==> config.mk <==
export PLATFORM = sky130hd
export DESIGN_NAME = fifo_rd_ctrl
export DESIGN_NICKNAME = d
export VERILOG_FILES = /design/src/rtl/fifo_pkg.sv /design/src/rtl/fifo_out_buf.sv /design/src/rtl/fifo_rd_ctrl.sv
export SDC_FILE = /design/constraint.sdc
export NUM_CORES = 1
export LEC_CHECK = 0
export ABC_CLOCK_PERIOD_IN_PS = 8200
export BUFFER_PORTS_ARGS = -buffer_cell sky130_fd_sc_hd__clkbuf_2
export CAP_MARGIN = 20
export CORE_MARGIN = 2
export CORE_UTILIZATION = 55
export DETAILED_ROUTE_END_ITERATION = 16
export HOLD_SLACK_MARGIN = 0.08
export PLACE_DENSITY = 0.89
export SYNTH_ARGS = -nofsm -noshare
export SYNTH_HDL_FRONTEND = slang
export SYNTH_SLANG_ARGS = --single-unit
==> constraint.sdc <==
create_clock -name r_clk -period 8.2 [get_ports r_clk]
set_clock_uncertainty 0.1 [all_clocks]
set_input_delay 1.23 -clock r_clk [delete_from_list [all_inputs] [get_ports r_clk]]
set_output_delay 1.23 -clock r_clk [all_outputs]
set_load 0.005 [all_outputs]
==> src/rtl/fifo_pkg.sv <==
// Shared definitions for the asynchronous FIFO: pointer code conversions and
// the depth of the read-side output buffer.
package fifo_pkg;

    localparam int BUF_DEPTH = 2;

    function automatic logic [31:0] bin2gray(input logic [31:0] b);
        return b ^ (b >> 1);
    endfunction

    // Prefix XOR from the MSB down recovers the binary value.
    function automatic logic [31:0] gray2bin(input logic [31:0] g);
        logic [31:0] b;
        b = g;
        for (int s = 1; s < 32; s = s * 2) begin
            b = b ^ (b >> s);
        end
        return b;
    endfunction

endpackage

==> src/rtl/fifo_out_buf.sv <==
// Two-entry output buffer between the memory read port and the consumer.
// Entry e0 is always the head; a write and pop together at count 1 lands the new word in e0.
module fifo_out_buf
    import fifo_pkg::*;
#(
    parameter int DATA_WIDTH = 8
) (
    input  logic                  r_clk,
    input  logic                  r_rst_n,
    input  logic                  wr,
    input  logic [DATA_WIDTH-1:0] wdata,
    input  logic                  pop,
    output logic [1:0]            count,
    output logic [DATA_WIDTH-1:0] head
);

    logic [DATA_WIDTH-1:0] e0;
    logic [DATA_WIDTH-1:0] e1;

    always_ff @(posedge r_clk or negedge r_rst_n) begin
        if (!r_rst_n) begin
            count <= 2'd0;
            e0    <= '0;
            e1    <= '0;
        end else begin
            if (wr && (count == 2'd0 || (count == 2'd1 && pop))) begin
                e0 <= wdata;
            end else if (pop && count == 2'd2) begin
                e0 <= e1;
            end
            if (wr && count == 2'd1 && !pop) begin
                e1 <= wdata;
            end
            count <= count + {1'b0, wr} - {1'b0, pop};
        end
    end

    assign head = e0;

    a_no_overflow: assert property (@(posedge r_clk) disable iff (!r_rst_n)
        !(wr && count == 2'(BUF_DEPTH)));

    a_no_underflow: assert property (@(posedge r_clk) disable iff (!r_rst_n)
        !(pop && count == 2'd0));

endmodule

==> src/rtl/fifo_rd_ctrl.sv <==
// Read-side controller of the asynchronous FIFO: read pointer (binary/Gray),
// registered empty and level, memory read issue, and the output handshake.
module fifo_rd_ctrl
    import fifo_pkg::*;
#(
    parameter int ADDR_WIDTH = 3,
    parameter int DATA_WIDTH = 8
) (
    input  logic                  r_clk,
    input  logic                  r_rst_n,
    input  logic [ADDR_WIDTH:0]   sync_gr_w_ptr,
    output logic [ADDR_WIDTH:0]   gr_r_ptr,
    output logic [ADDR_WIDTH-1:0] r_addr,
    output logic                  r_en,
    input  logic [DATA_WIDTH-1:0] r_data,
    output logic [DATA_WIDTH-1:0] out_data,
    output logic                  out_valid,
    input  logic                  out_ready,
    output logic                  empty,
    output logic [ADDR_WIDTH:0]   r_level
);

    localparam int PW = ADDR_WIDTH + 1;

    logic [PW-1:0] rbin;
    logic [PW-1:0] rbin_next;
    logic [PW-1:0] rgray_next;
    logic [PW-1:0] wbin;
    logic          inflight;
    logic          pop;
    logic [1:0]    buf_cnt;
    logic [2:0]    credit;

    // Handshake: a word transfers on every r_clk edge where out_valid and
    // out_ready are both high; out_valid never depends on out_ready, and
    // out_data holds steady while out_valid is high and out_ready is low.
    assign out_valid = (buf_cnt != 2'd0);
    assign pop       = out_valid & out_ready;

    // Words buffered plus in flight after this cycle's pop must leave room for one more.
    assign credit = 3'(buf_cnt) + 3'(inflight) - 3'(pop);
    assign r_en   = !empty && (credit < 3'(BUF_DEPTH));

    assign rbin_next  = rbin + PW'(r_en);
    assign rgray_next = PW'(bin2gray(32'(rbin_next)));
    assign wbin       = PW'(gray2bin(32'(sync_gr_w_ptr)));
    assign r_addr     = rbin[ADDR_WIDTH-1:0];

    always_ff @(posedge r_clk or negedge r_rst_n) begin
        if (!r_rst_n) begin
            rbin     <= '0;
            gr_r_ptr <= '0;
            empty    <= 1'b1;
            inflight <= 1'b0;
            r_level  <= '0;
        end else begin
            rbin     <= rbin_next;
            gr_r_ptr <= rgray_next;
            empty    <= (rgray_next == sync_gr_w_ptr);
            inflight <= r_en;
            r_level  <= wbin - rbin;
        end
    end

    fifo_out_buf #(
        .DATA_WIDTH(DATA_WIDTH)
    ) u_out_buf (
        .r_clk  (r_clk),
        .r_rst_n(r_rst_n),
        .wr     (inflight),
        .wdata  (r_data),
        .pop    (pop),
        .count  (buf_cnt),
        .head   (out_data)
    );

endmodule

==> summary by stage <==
Detailed routing
The routed layout has about 910 vias. The detailed-route wire length per cell is between 10 and 15 um. The detail route stage leaves a number of antenna-violating nets equal to 0. For this block, the initial DRC count from the detailed router was 8. For this block, the routed nets add up to between 2000 and 2500 um of wire.

The number of remaining DRC errors is 0. The via-per-instance ratio is roughly 5.2. The number of optimization iterations in the first detailed-route pass is 4.

Setup path
The critical path contains buffers and inverters numbering 4 combined. The kind of launch point of the worst setup path is an input pin. The worst setup path is captured at an output pin. The signal arrival time at the worst endpoint is 2.80 ns. Counting cells, the worst reg-to-reg path comes to 13. By startpoint and endpoint, the worst setup path is classified as in -> out. Along the worst path, the maximum fanout reaches 3. The required time of the critical path is 6.87 ns. The register-to-register path setup slack is ~4.7 ns. The gate family responsible for the most delay along the worst path is adder cells. On the worst path, the slowest cell contributes a delay of around 0.47 ns.

The origin of the worst setup path is out_ready. The reg-to-reg critical path startpoint is u_out_buf.count[1]$_DFF_PN0_. Walking the worst path, the cells encountered are clkbuf_2 -> nand3b_1 -> nand2_1 -> ha_1 -> inv_1 -> fa_1 -> inv_1 -> nor3_1 -> clkbuf_2. For this design, the slowest cell found on the critical path is sky130_fd_sc_hd__fa_1.

In this run the critical register-to-register path is captured at empty$_DFF_PN1_.

Job
The reported max-cap violation count is 0.

Power
The largest voltage drop on the vdd net is ~260 uV. The leakage component of the power is roughly 0.00088 uW. The areal power density over the cells is 420.0 nW/um2.

Floorplanning
After floorplanning, the core was sized to cover ~2500 um2. 37 I/O pins were placed. The height of the chip is 55.33 um. The die covers 3061 um2.

Row generation in the floorplan step produced 18 rows. Measured along the x axis, the die boundary spans between 50 and 60 um. The starting density of the core is between 50% and 60%.

Global route
The first global-routing pass estimated 4374 um of wire. Entering global routing, the biggest net connects 32 pins. For this run, the total global-route usage over all layers was measured as 17.96%.

The number of antenna violations at the first check in global routing is 0. The via count of the first global-routing pass was just under 1000. The remaining global-route overflow is 0.

Yosys
The post-synth design cell area is about 1400 um2. Sorting the synthesized cells by area gives the leading types as sky130_fd_sc_hd__dfrtp_1, sky130_fd_sc_hd__mux2_2, sky130_fd_sc_hd__xor2_1. Summed over its instances, the top area cell type makes up between 50% and 60% of the synthesized netlist area.

Averaged over all synthesized cells, the footprint is approximately 14 um2. Counting distinct cell types in the post-synthesis netlist gives 22. The total of warnings raised by yosys is 0. The number of nets in the synthesized netlist is between 100 and 150.

Summing the sequential cell areas from Yosys gives between 50% and 60% of the chip area. Counting flops and latches in the post-synthesis netlist gives 31. Of all cell types, the one taking the most synthesized area is sky130_fd_sc_hd__dfrtp_1. After technology mapping, the gate count stands at 102.

Finish
Relative to the synthesized area, the layout overhead comes to 20.21%. For this run, the post-layout net count is about 170. The count of non-filler cells in the finished layout is approximately 180. The repair_antennas step left the layout with diodes totalling 0.

The fill cell instance count of the final layout is roughly 170. After routing the design area is about 1700 um2. The share of post-route cells with drive strength above 1 is 51.03%.

Timing
Measured against its own limit, the worst slew margin works out to about half. Setup repair after global routing left no endpoint under its margin. The final max-slew violation count is 0. The highest clock frequency the design can meet is between 200 and 250 MHz.

The total of endpoints with negative setup slack in the final report is 0. In the finished design, the share of the clock period the worst path needs comes to about half. At the pin with the least slew margin, the transition time is 0.7501 ns.

The final worst slack is about 4 ns. The final count of hold timing violations is 0. The clock period minus worst slack is just over 4 ns. The final sum of negative setup slack is 0 ns. The post-route worst hold slack is about 0.4 ns.

Place
The placed instances occupy a cell area of roughly 1700 um2. The number of port buffers is 36. At the end of routability-driven placement, the weighted congestion stood at ~0.73. Once detailed placement completed, the half-perimeter wirelength came to approximately 1900 um. Timing analysis after detailed placement gives a worst setup slack of a little under 4 ns.

The total placed cells including tap cells is around 170.

Clock network
The clock transition time at the flip-flop clock pins of the worst setup and hold paths is roughly 0.090 ns. The TritonCTS sink count is 31. The insertion delay of the later-clocked pin in the worst-skew pair is between 0.3 and 0.4 ns. In this run, post-CTS hold repair placed 0 buffers.

Clock tree synthesis selected as its root buffer the cell sky130_fd_sc_hd__clkbuf_4. In this run, post-CTS repair resized a total of 0 instances. Counting the buffers created by CTS gives 5. No sink is reached through more buffers than the 2 on the longest clock path.

The total setup buffers inserted after CTS is 0. The H-tree was split into 2 levels. The TritonCTS clock tree is done.

Hold path
For hold timing, the worst endpoint is u_out_buf.e1[0]$_DFFE_PN0P_. The worst min-delay path class is reg -> reg. The worst hold path depth is 1.

The startpoint of the worst hold path is u_out_buf.e1[0]$_DFFE_PN0P_.

Outcome
The flow ran to the end, and the final reports show no timing, DRC or antenna violations.
-- state kept, by name (all words and copies together) (netlist names) --
name	count
gr_r_ptr	4
empty	1
rbin	3
u_out_buf.count	2
inflight	1
u_out_buf.head	8
r_level	4
u_out_buf.e1	8
-- routing by layer --
layer	part of all wire (%)	global-route usage [%]	routed length [um]	vias up
li1	-	-	-	433
met1	42	22.68	1037	448
met2	53	30.10	1323	18
met3	3.9	5.152	96	6
met4	1.2	5.226	29	0
met5	0	0	0	-
-- synth_stat cells --
cell type and number:
sky130_fd_sc_hd__fa_1 2, sky130_fd_sc_hd__ha_1 6, sky130_fd_sc_hd__buf_6 1, sky130_fd_sc_hd__nand2b_4 1
sky130_fd_sc_hd__dfrtp_1 30, sky130_fd_sc_hd__dfstp_2 1, sky130_fd_sc_hd__inv_1 7, sky130_fd_sc_hd__nand3_1 3
sky130_fd_sc_hd__a21o_1 1, sky130_fd_sc_hd__xor2_1 10, sky130_fd_sc_hd__or3_1 2, sky130_fd_sc_hd__nand2_2 1
sky130_fd_sc_hd__xnor2_1 4, sky130_fd_sc_hd__a22oi_1 1, sky130_fd_sc_hd__nand2_1 1, sky130_fd_sc_hd__a21oi_1 1
sky130_fd_sc_hd__nor3b_2 1, sky130_fd_sc_hd__mux2_2 24, sky130_fd_sc_hd__nand3b_1 2, sky130_fd_sc_hd__or2_2 1
sky130_fd_sc_hd__xor2_2 1, sky130_fd_sc_hd__nor3_1 1
-- cell usage in the layout (no fill, tap or decap), drive strengths merged --
cell type	synthesis	final
nand2	2	2
dfstp	1	1
a22oi	1	1
nor3	1	1
a21oi	1	1
or3	2	2
bufinv	0	1
or2	1	1
clkinv	0	1
clkbuf	0	42
fa	2	2
mux2	24	24
ha	6	6
xor2	11	11
nand3	3	3
dfrtp	30	30
nand3b	2	2
a21o	1	1
nor3b	1	1
xnor2	4	4
nand2b	1	1
inv	7	7
-- stage by stage --
stage | utilization (%) | power (uW)
3_3_place_gp | 66.82 | 592.3
6_report | 70.30 | 731.5
4_1_cts | 70.30 | 741.2
5_1_grt | 70.30 | 790.4
2_1_floorplan | - | 505.6
3_5_place_dp | 66.82 | 615.1
-- cell type report --
type | count | area [um2] | share of cell area, %
timing repair buffer | 36 | 180.2 | 10.34
sequential | 31 | 777.0 | 44.61
clock buffer | 6 | 51.30 | 2.945
tap | 30 | 37.54 | 2.155
clock inverter | 2 | 35.03 | 2.011
multi-input combinational | 63 | 634.4 | 36.42
inverter | 7 | 26.28 | 1.509
-- how the worst max path moves through the flow --
stage / endpoint / slack, ns / cells past startpoint
after global placement: empty$_DFF_PN1_ / 4.17 / 14
final: r_en / 4.07 / 9
after detailed placement: empty$_DFF_PN1_ / 3.95 / 14
after floorplan: empty$_DFF_PN1_ / 4.31 / 13
after global routing: r_en / 3.95 / 9
after CTS: r_en / 4.09 / 9
-- where the power goes --
group	leakage, uW	total, uW	switching [uW]	internal, uW
sequential	0.000375	276	44.3	232
clock	0.0000482	122	50.1	72.0
combinational	0.000455	333	158	175
-- logic make-up after synthesis --
kind of cell,after synthesis,synth area share (%)
AO/OA/AOI/OAI,3,1.382
XOR/XNOR,15,9.585
adder cells (fa/ha/maj),8,7.945
buffers and inverters,8,2.591
flip-flops,31,53.63
multiplexers,24,18.65
AND/OR/NAND/NOR,13,6.216
Note: power is estimated with default switching activity, not from simulation.
